### src/rtl/dma_reg_pkg.sv
// Shared definitions for the DMA register bank: register offsets, field positions and the
// version constant. The transfer engine and the testbench import this package as well.
package dma_reg_pkg;

   localparam logic [11:0] CtrlOffset    = 12'h000;
   localparam logic [11:0] StatusOffset  = 12'h004;
   localparam logic [11:0] SrcOffset     = 12'h008;
   localparam logic [11:0] DstOffset     = 12'h00C;
   localparam logic [11:0] LenOffset     = 12'h010;
   localparam logic [11:0] XferCntOffset = 12'h014;
   localparam logic [11:0] VersionOffset = 12'h018;

   localparam int unsigned CtrlStartBit = 0;
   localparam int unsigned CtrlAbortBit = 1;
   localparam int unsigned CtrlIrqEnBit = 2;
   localparam int unsigned CtrlBurstLsb = 4;

   localparam int unsigned StatusBusyBit   = 0;
   localparam int unsigned StatusDoneBit   = 1;
   localparam int unsigned StatusErrBit    = 2;
   localparam int unsigned StatusCfgErrBit = 3;

   localparam logic [31:0] DefaultVersion = 32'h0001_0000;

   typedef struct packed {
      logic cfg_err;
      logic err;
      logic done;
      logic busy;
   } status_t;

   // Replace only the byte lanes enabled in msk.
   function automatic logic [31:0] merge_bytes(input logic [31:0] old_v,
                                               input logic [31:0] new_v,
                                               input logic [3:0]  msk);
      logic [31:0] res;
      for (int b = 0; b < 4; b++) begin
         res[8*b +: 8] = msk[b] ? new_v[8*b +: 8] : old_v[8*b +: 8];
      end
      return res;
   endfunction

endpackage

### src/rtl/dma_w1c_flag.sv
// Sticky status flag: hardware set, software write-one-to-clear; a coincident set wins.
module dma_w1c_flag (
   input  logic clk_i,
   input  logic rst_ni,
   input  logic set_i,
   input  logic clr_i,
   output logic flag_o
);

   logic flag_d, flag_q;

   always_comb begin
      flag_d = flag_q;
      if (clr_i) flag_d = 1'b0;
      if (set_i) flag_d = 1'b1;
   end

   always_ff @(posedge clk_i or negedge rst_ni) begin
      if (!rst_ni) flag_q <= 1'b0;
      else         flag_q <= flag_d;
   end

   assign flag_o = flag_q;

endmodule

### src/rtl/dma_reg_bank.sv
// DMA channel register file: configuration registers, start/abort command pulses,
// sticky engine status flags, level interrupt and registered read data.
module dma_reg_bank
   import dma_reg_pkg::*;
#(
   parameter int unsigned ADDR_W  = 32,
   parameter int unsigned LEN_W   = 24,
   parameter logic [31:0] VERSION = DefaultVersion
) (
   input  logic              pclk,
   input  logic              presetn,
   input  logic [11:0]       reg_addr,
   input  logic              wr_en,
   input  logic              rd_en,
   input  logic [3:0]        wr_msk,
   input  logic [31:0]       wr_data,
   output logic [31:0]       rd_data,
   output logic [ADDR_W-1:0] cfg_src,
   output logic [ADDR_W-1:0] cfg_dst,
   output logic [LEN_W-1:0]  cfg_len,
   output logic [3:0]        cfg_burst,
   output logic              dma_start,
   output logic              dma_abort,
   input  logic              dma_busy,
   input  logic              dma_done,
   input  logic              dma_err,
   input  logic [LEN_W-1:0]  dma_bytes,
   output logic              irq
);

   logic [ADDR_W-1:0] src_d, src_q, dst_d, dst_q;
   logic [LEN_W-1:0]  len_d, len_q;
   logic [3:0]        burst_d, burst_q;
   logic              irq_en_d, irq_en_q;
   logic              start_d, start_q, abort_d, abort_q;
   logic              irq_d, irq_q;
   logic [31:0]       rd_data_d, rd_data_q, rd_mux;
   logic              done_q, err_q, cfg_err_q;
   logic              wr_ctrl, wr_status, cfg_wr_ok, start_req, abort_req, cfg_err_set;
   logic [9:0]        word_addr;
   status_t           status;
   logic              unused_addr_lsb;

   assign word_addr       = reg_addr[11:2];
   assign unused_addr_lsb = ^reg_addr[1:0];

   always_comb begin
      wr_ctrl   = wr_en && (word_addr == CtrlOffset[11:2]) && wr_msk[0];
      wr_status = wr_en && (word_addr == StatusOffset[11:2]) && wr_msk[0];
      // Configuration is frozen while the engine is running.
      cfg_wr_ok = wr_en && !dma_busy;

      src_d    = src_q;
      dst_d    = dst_q;
      len_d    = len_q;
      burst_d  = burst_q;
      irq_en_d = irq_en_q;
      if (cfg_wr_ok && word_addr == SrcOffset[11:2])
         src_d = ADDR_W'(merge_bytes(32'(src_q), wr_data, wr_msk));
      if (cfg_wr_ok && word_addr == DstOffset[11:2])
         dst_d = ADDR_W'(merge_bytes(32'(dst_q), wr_data, wr_msk));
      if (cfg_wr_ok && word_addr == LenOffset[11:2])
         len_d = LEN_W'(merge_bytes(32'(len_q), wr_data, wr_msk));
      if (wr_ctrl && !dma_busy) burst_d = wr_data[CtrlBurstLsb +: 4];
      if (wr_ctrl) irq_en_d = wr_data[CtrlIrqEnBit];

      // ABORT in the same word discards START entirely, including its error check.
      abort_req   = wr_ctrl && wr_data[CtrlAbortBit];
      start_req   = wr_ctrl && wr_data[CtrlStartBit] && !wr_data[CtrlAbortBit];
      start_d     = start_req && !dma_busy && (len_q != '0);
      abort_d     = abort_req && dma_busy;
      cfg_err_set = start_req && (dma_busy || (len_q == '0));

      irq_d = irq_en_q && (done_q || err_q || cfg_err_q);
   end

   dma_w1c_flag u_done_flag (
      .clk_i  (pclk),
      .rst_ni (presetn),
      .set_i  (dma_done),
      .clr_i  (wr_status && wr_data[StatusDoneBit]),
      .flag_o (done_q)
   );

   dma_w1c_flag u_err_flag (
      .clk_i  (pclk),
      .rst_ni (presetn),
      .set_i  (dma_err),
      .clr_i  (wr_status && wr_data[StatusErrBit]),
      .flag_o (err_q)
   );

   dma_w1c_flag u_cfg_err_flag (
      .clk_i  (pclk),
      .rst_ni (presetn),
      .set_i  (cfg_err_set),
      .clr_i  (wr_status && wr_data[StatusCfgErrBit]),
      .flag_o (cfg_err_q)
   );

   always_comb begin
      status = '{cfg_err: cfg_err_q, err: err_q, done: done_q, busy: dma_busy};
      rd_mux = '0;
      case (word_addr)
         CtrlOffset[11:2]: begin
            rd_mux[CtrlIrqEnBit]      = irq_en_q;
            rd_mux[CtrlBurstLsb +: 4] = burst_q;
         end
         StatusOffset[11:2]:  rd_mux = 32'(status);
         SrcOffset[11:2]:     rd_mux = 32'(src_q);
         DstOffset[11:2]:     rd_mux = 32'(dst_q);
         LenOffset[11:2]:     rd_mux = 32'(len_q);
         XferCntOffset[11:2]: rd_mux = 32'(dma_bytes);
         VersionOffset[11:2]: rd_mux = VERSION;
         default:             rd_mux = '0;
      endcase
      rd_data_d = rd_en ? rd_mux : rd_data_q;
   end

   always_ff @(posedge pclk or negedge presetn) begin
      if (!presetn) begin
         src_q     <= '0;
         dst_q     <= '0;
         len_q     <= '0;
         burst_q   <= '0;
         irq_en_q  <= 1'b0;
         start_q   <= 1'b0;
         abort_q   <= 1'b0;
         irq_q     <= 1'b0;
         rd_data_q <= '0;
      end else begin
         src_q     <= src_d;
         dst_q     <= dst_d;
         len_q     <= len_d;
         burst_q   <= burst_d;
         irq_en_q  <= irq_en_d;
         start_q   <= start_d;
         abort_q   <= abort_d;
         irq_q     <= irq_d;
         rd_data_q <= rd_data_d;
      end
   end

   assign cfg_src   = src_q;
   assign cfg_dst   = dst_q;
   assign cfg_len   = len_q;
   assign cfg_burst = burst_q;
   assign dma_start = start_q;
   assign dma_abort = abort_q;
   assign irq       = irq_q;
   assign rd_data   = rd_data_q;

endmodule
### config.mk
export PLATFORM = sky130hd
export DESIGN_NAME = dma_reg_bank
export DESIGN_NICKNAME = d
export VERILOG_FILES = /design/src/rtl/dma_reg_pkg.sv /design/src/rtl/dma_w1c_flag.sv /design/src/rtl/dma_reg_bank.sv
export SDC_FILE = /design/constraint.sdc
export NUM_CORES = 1
export LEC_CHECK = 0
export ABC_AREA = 1
export CAP_MARGIN = 40
export CELL_PAD_IN_SITES_DETAIL_PLACEMENT = 1
export CELL_PAD_IN_SITES_GLOBAL_PLACEMENT = 1
export CORE_AREA = 10 10 136 138
export CTS_CLUSTER_DIAMETER = 30
export DETAILED_ROUTE_END_ITERATION = 16
export DIE_AREA = 0 0 146 148
export DONT_BUFFER_PORTS = 1
export GPL_TIMING_DRIVEN = 0
export PLACE_DENSITY_LB_ADDON = 0.15
export SLEW_MARGIN = 20
export SYNTH_ARGS = -nofsm -noshare
export SYNTH_HDL_FRONTEND = slang
export SYNTH_SLANG_ARGS = --single-unit
### constraint.sdc
create_clock -name pclk -period 1 [get_ports pclk]
set_input_delay 0.3 -clock pclk [delete_from_list [all_inputs] [get_ports pclk]]
set_output_delay 0.3 -clock pclk [all_outputs]
set_load 0.01 [all_outputs]
==> results.py <==
metrics = {
    "setup_path": {
        "cp_max_fo": 4,
        "cpLargestDelayFamily": "flip-flops",
        "crit_slowest_cell": "dfrtp_2",
        "required_ps": 1360,
        "endpoint_kind": "flip-flop",
        "slowest_delay_ps": 470,
        "crit_top_cell": "nand2_1",
        "crit_type": "reg2reg",
        "cp_cell_sequence": "nor2_1, nand2_1, nor2_2, nand2_1, o21ai_2, inv_1, o21ai_1",
        "cp_data_arrival_time_ps": 1680,
        "cp_num_buf_inv": 1,
        "start_kind": "flip-flop",
    },
    "flow_run": {
        "max_cap_viol_count": 0,
    },
    "power": {
        "powerDensity_mw_per_mm2": 1270,
        "p_sw_mw": 2.93,
        "combPwrFrac_pct": 5.6,
        "ir_drop_mv": 1.16,
        "p_clk_share_pct": 50.2,
        "p_seq_share_pct": 44.2,
        "p_leak_nw": 4.52,
        "switching_share_pct": 24.0,
        "intPower_mw": 9.30,
    },
    "timing": {
        "finalWorstSetupSlack_ps": -322,
        "period_share_pct": 132,
        "rsz0062_at_grt": "yes",
        "hold_viol": 134,
        "max_freq_mhz": 757,
        "fin_skew_ps": 6.03,
        "min_period_ps": 1320,
        "fin_tns_setup_ps": -30490,
        "setup_viol": 238,
        "tightest_slew_ps": 850,
        "fin_hold_ws_ps": -442,
        "drv_slew": 0,
        "maxSlewHeadroom_pct": 43.3,
    },
    "finish": {
        "syn_to_final_growth_pct": 53.2,
        "post-route-util_pct": 61.5,
        "drive_gt1_share_pct": 47.2,
        "n_fill_cell": 1739,
        "ff_latch_area_sq_mm": 0.00338,
        "multi_input_area_sq_mm": 0.00372,
        "nets": 992,
        "antenna_cells": 0,
    },
    "route": {
        "route.detailed.drc": 0,
        "wl_met3_um": 2980,
        "route.met2.wl_um": 15300,
        "wl_um": 30100,
        "wl_met1_um": 11100,
        "vias": 6511,
        "drt-initial-drc-count": 500,
        "via_per_inst": 5.70,
        "wl_per_cell_um": 26.4,
        "first_pass_iters": 5,
        "highest_layer": "met4",
        "postRouteAntennaNets": 0,
    },
    "cts": {
        "numCtsBuffers": 17,
        "clock-sinks": 131,
        "clock_latency_ps": 440,
        "ctsLongestPathBuffers": 2,
        "htreeDepth": 4,
        "cts_tree": "yes",
        "clock_tree.root_cell": "clkbuf_16",
        "cts.clk_slew.worst_paths_ps": 60,
    },
    "place": {
        "dp.final_hpwl_um": 19200,
        "portBuffers": 0,
        "gp_congestion": 0.843,
    },
    "hold_path": {
        "hp-class": "in2async",
    },
    "status": {
        "status": "finished, violations left",
        "failed_checks": "negative hold slack, negative setup slack",
    },
    "yosys": {
        "yosysSeqAreaShare_pct": 52.0,
        "yosys_warnings": 0,
        "syn_inst": 805,
        "synth_cell_type_count": 26,
        "syn_area_per_cell_sq_um": 7.84,
        "ys_seq_elements": 131,
        "synth_area_sq_mm": 0.00631,
        "synth.net_count": 884,
    },
    "floorplanning": {
        "die-area_sq_mm": 0.0216,
        "fp.dieH_um": 148,
        "die_w_um": 146,
        "initial_core_util_pct": 40.1,
        "core_area_sq_mm": 0.0157,
        "pin_count": 206,
        "rows": 46,
    },
    "grt": {
        "grt_start_max_net_pins": 132,
        "grt_pass1_vias": 6792,
        "antenna_found_initial": 0,
        "grt_first_pass_wirelength_um": 42100,
        "grt_usage_pct": 25.5,
        "grt-ovfl-total": 0,
    },
}
## kinds of logic (layout without fill, tap and decap cells)
group | Yosys count | in the layout | synth area share [%]
AND/OR/NAND/NOR | 468 | 470 | 32.0
flip-flops | 131 | 131 | 52.0
AO/OA/AOI/OAI | 116 | 116 | 9.92
buffers and inverters | 90 | 209 | 6.11
## worst register-to-register path: stages (launching register included)
cell     delay [ps]
dfrtp_2         470
nor2_1          150
nand2_1          90
nor2_2          130
nand2_1          80
o21ai_2         130
inv_1            60
o21ai_1         130
## state kept, by name, indices dropped and copies added, names as in the netlist
| register | count |
|---|---|
| cfg_dst | 32 |
| u_err_flag.flag_o | 1 |
| u_done_flag.flag_o | 1 |
| dma_start | 1 |
| u_cfg_err_flag.flag_o | 1 |
| cfg_src | 32 |
| cfg_len | 24 |
| irq | 1 |
| dma_abort | 1 |
| rd_data | 32 |
| cfg_burst | 4 |
| irq_en_q | 1 |
## power by group through the flow
stage / sequential, mW / combinational, mW / clock, mW
after CTS: 5.41 / 0.583 / 6.14
after global placement: 5.50 / 0.367 / 0
after floorplan: 5.48 / 0.256 / 0
after detailed placement: 5.50 / 0.380 / 0
final: 5.41 / 0.683 / 6.14
after global routing: 5.41 / 0.722 / 6.44
## path summary, 6_finish.rpt
path	start	to	slack [ps]	depth (start not counted)
min in group pclk	wr_data[28]	cfg_src[28]	-20	2
min reg2reg	irq_en_q	irq_en_q	540	2
max	cfg_len[22]	u_cfg_err_flag.flag_o	-320	7
max in group asynchronous	presetn	cfg_src[2]	1200	0
min	presetn	rd_data[18]	-440	0
max reg2reg	cfg_len[22]	u_cfg_err_flag.flag_o	-320	7
## cells in the final DEF (no fill, tap or decap), types with 3 or more instances in the layout
cell type,instances
nand2_1,183
dfrtp_2,85
nand3_1,82
nand2_2,66
o21ai_2,46
dfrtp_1,46
inv_1,41
buf_6,40
nand3_2,36
o21ai_1,36
dlygate4sd3_1,34
nand2_4,27
nor2_1,26
o21ai_0,24
clkbuf_16,19
buf_12,15
nand3_4,14
nor2_4,13
buf_8,11
nor2_2,9
buf_4,9
nand2_8,7
clkbuf_1,7
inv_4,5
a21oi_2,5
clkinv_2,5
clkbuf_4,4
nand4_1,3
clkinvlp_4,3
inv_2,3
a21oi_1,3
## per-stage QoR
stage	total power, mW	cell area, sq um	hold slack [ps]	setup slack (ps)	std cells
after floorplan	5.74	6440	4.41	-385	805
after global placement	5.87	6710	9.19	-729	1021
after detailed placement	5.88	6710	9.35	-824	1021
after CTS	12.1	8620	-443	-307	1126
after global routing	12.6	9660	-448	-392	1142
final	12.2	9660	-442	-322	1142
## metal layers
layer,track usage (%),up-vias
met4,10.6,0
met3,10.8,57
li1,-,2858
met2,42.1,263
met1,28.6,3333
met5,0,-
## synthesized netlist by cell type
master,count,share of area [%]
nor2_8,1,0.32
nor3_2,1,0.16
nand2_2,7,0.69
o21ai_2,8,1.1
buf_6,2,0.36
inv_1,46,2.7
nand2_1,272,16
nor3_1,1,0.079
nand2_4,2,0.36
buf_4,2,0.24
o21ai_0,82,6.5
clkinv_1,1,0.059
buf_1,3,0.18
nor2_1,40,2.4
a21oi_1,8,0.63
clkbuf_1,11,0.65
nor3_4,1,0.26
o21ai_1,16,1.3
nand4_1,3,0.30
a21oi_4,1,0.26
nand3_1,132,10
buf_2,20,1.6
o31a_1,1,0.14
dfrtp_1,131,52
nor2_2,8,0.79
inv_2,5,0.30
## area by class of cell
class | instances | area share [%]
Inverter | 52 | 2.24
Clock inverter | 10 | 1.13
Timing Repair Buffer | 91 | 11.6
Clock buffer | 22 | 4.70
Sequential cell | 131 | 35.0
Multi-Input combinational cell | 586 | 38.5
Buffer | 34 | 3.91
Tap cell | 216 | 2.80
## repair_timing
action                                 in CTS  in global routing
endpoints found under the hold margin     164                132
gates cloned                                8                  5
resized for setup                         253                254
setup buffers                              35                 15
hold buffers                               33                  1
pin swaps                                  67                109
setup endpoints to repair                 251                254
(Power assumes the default switching activity.)
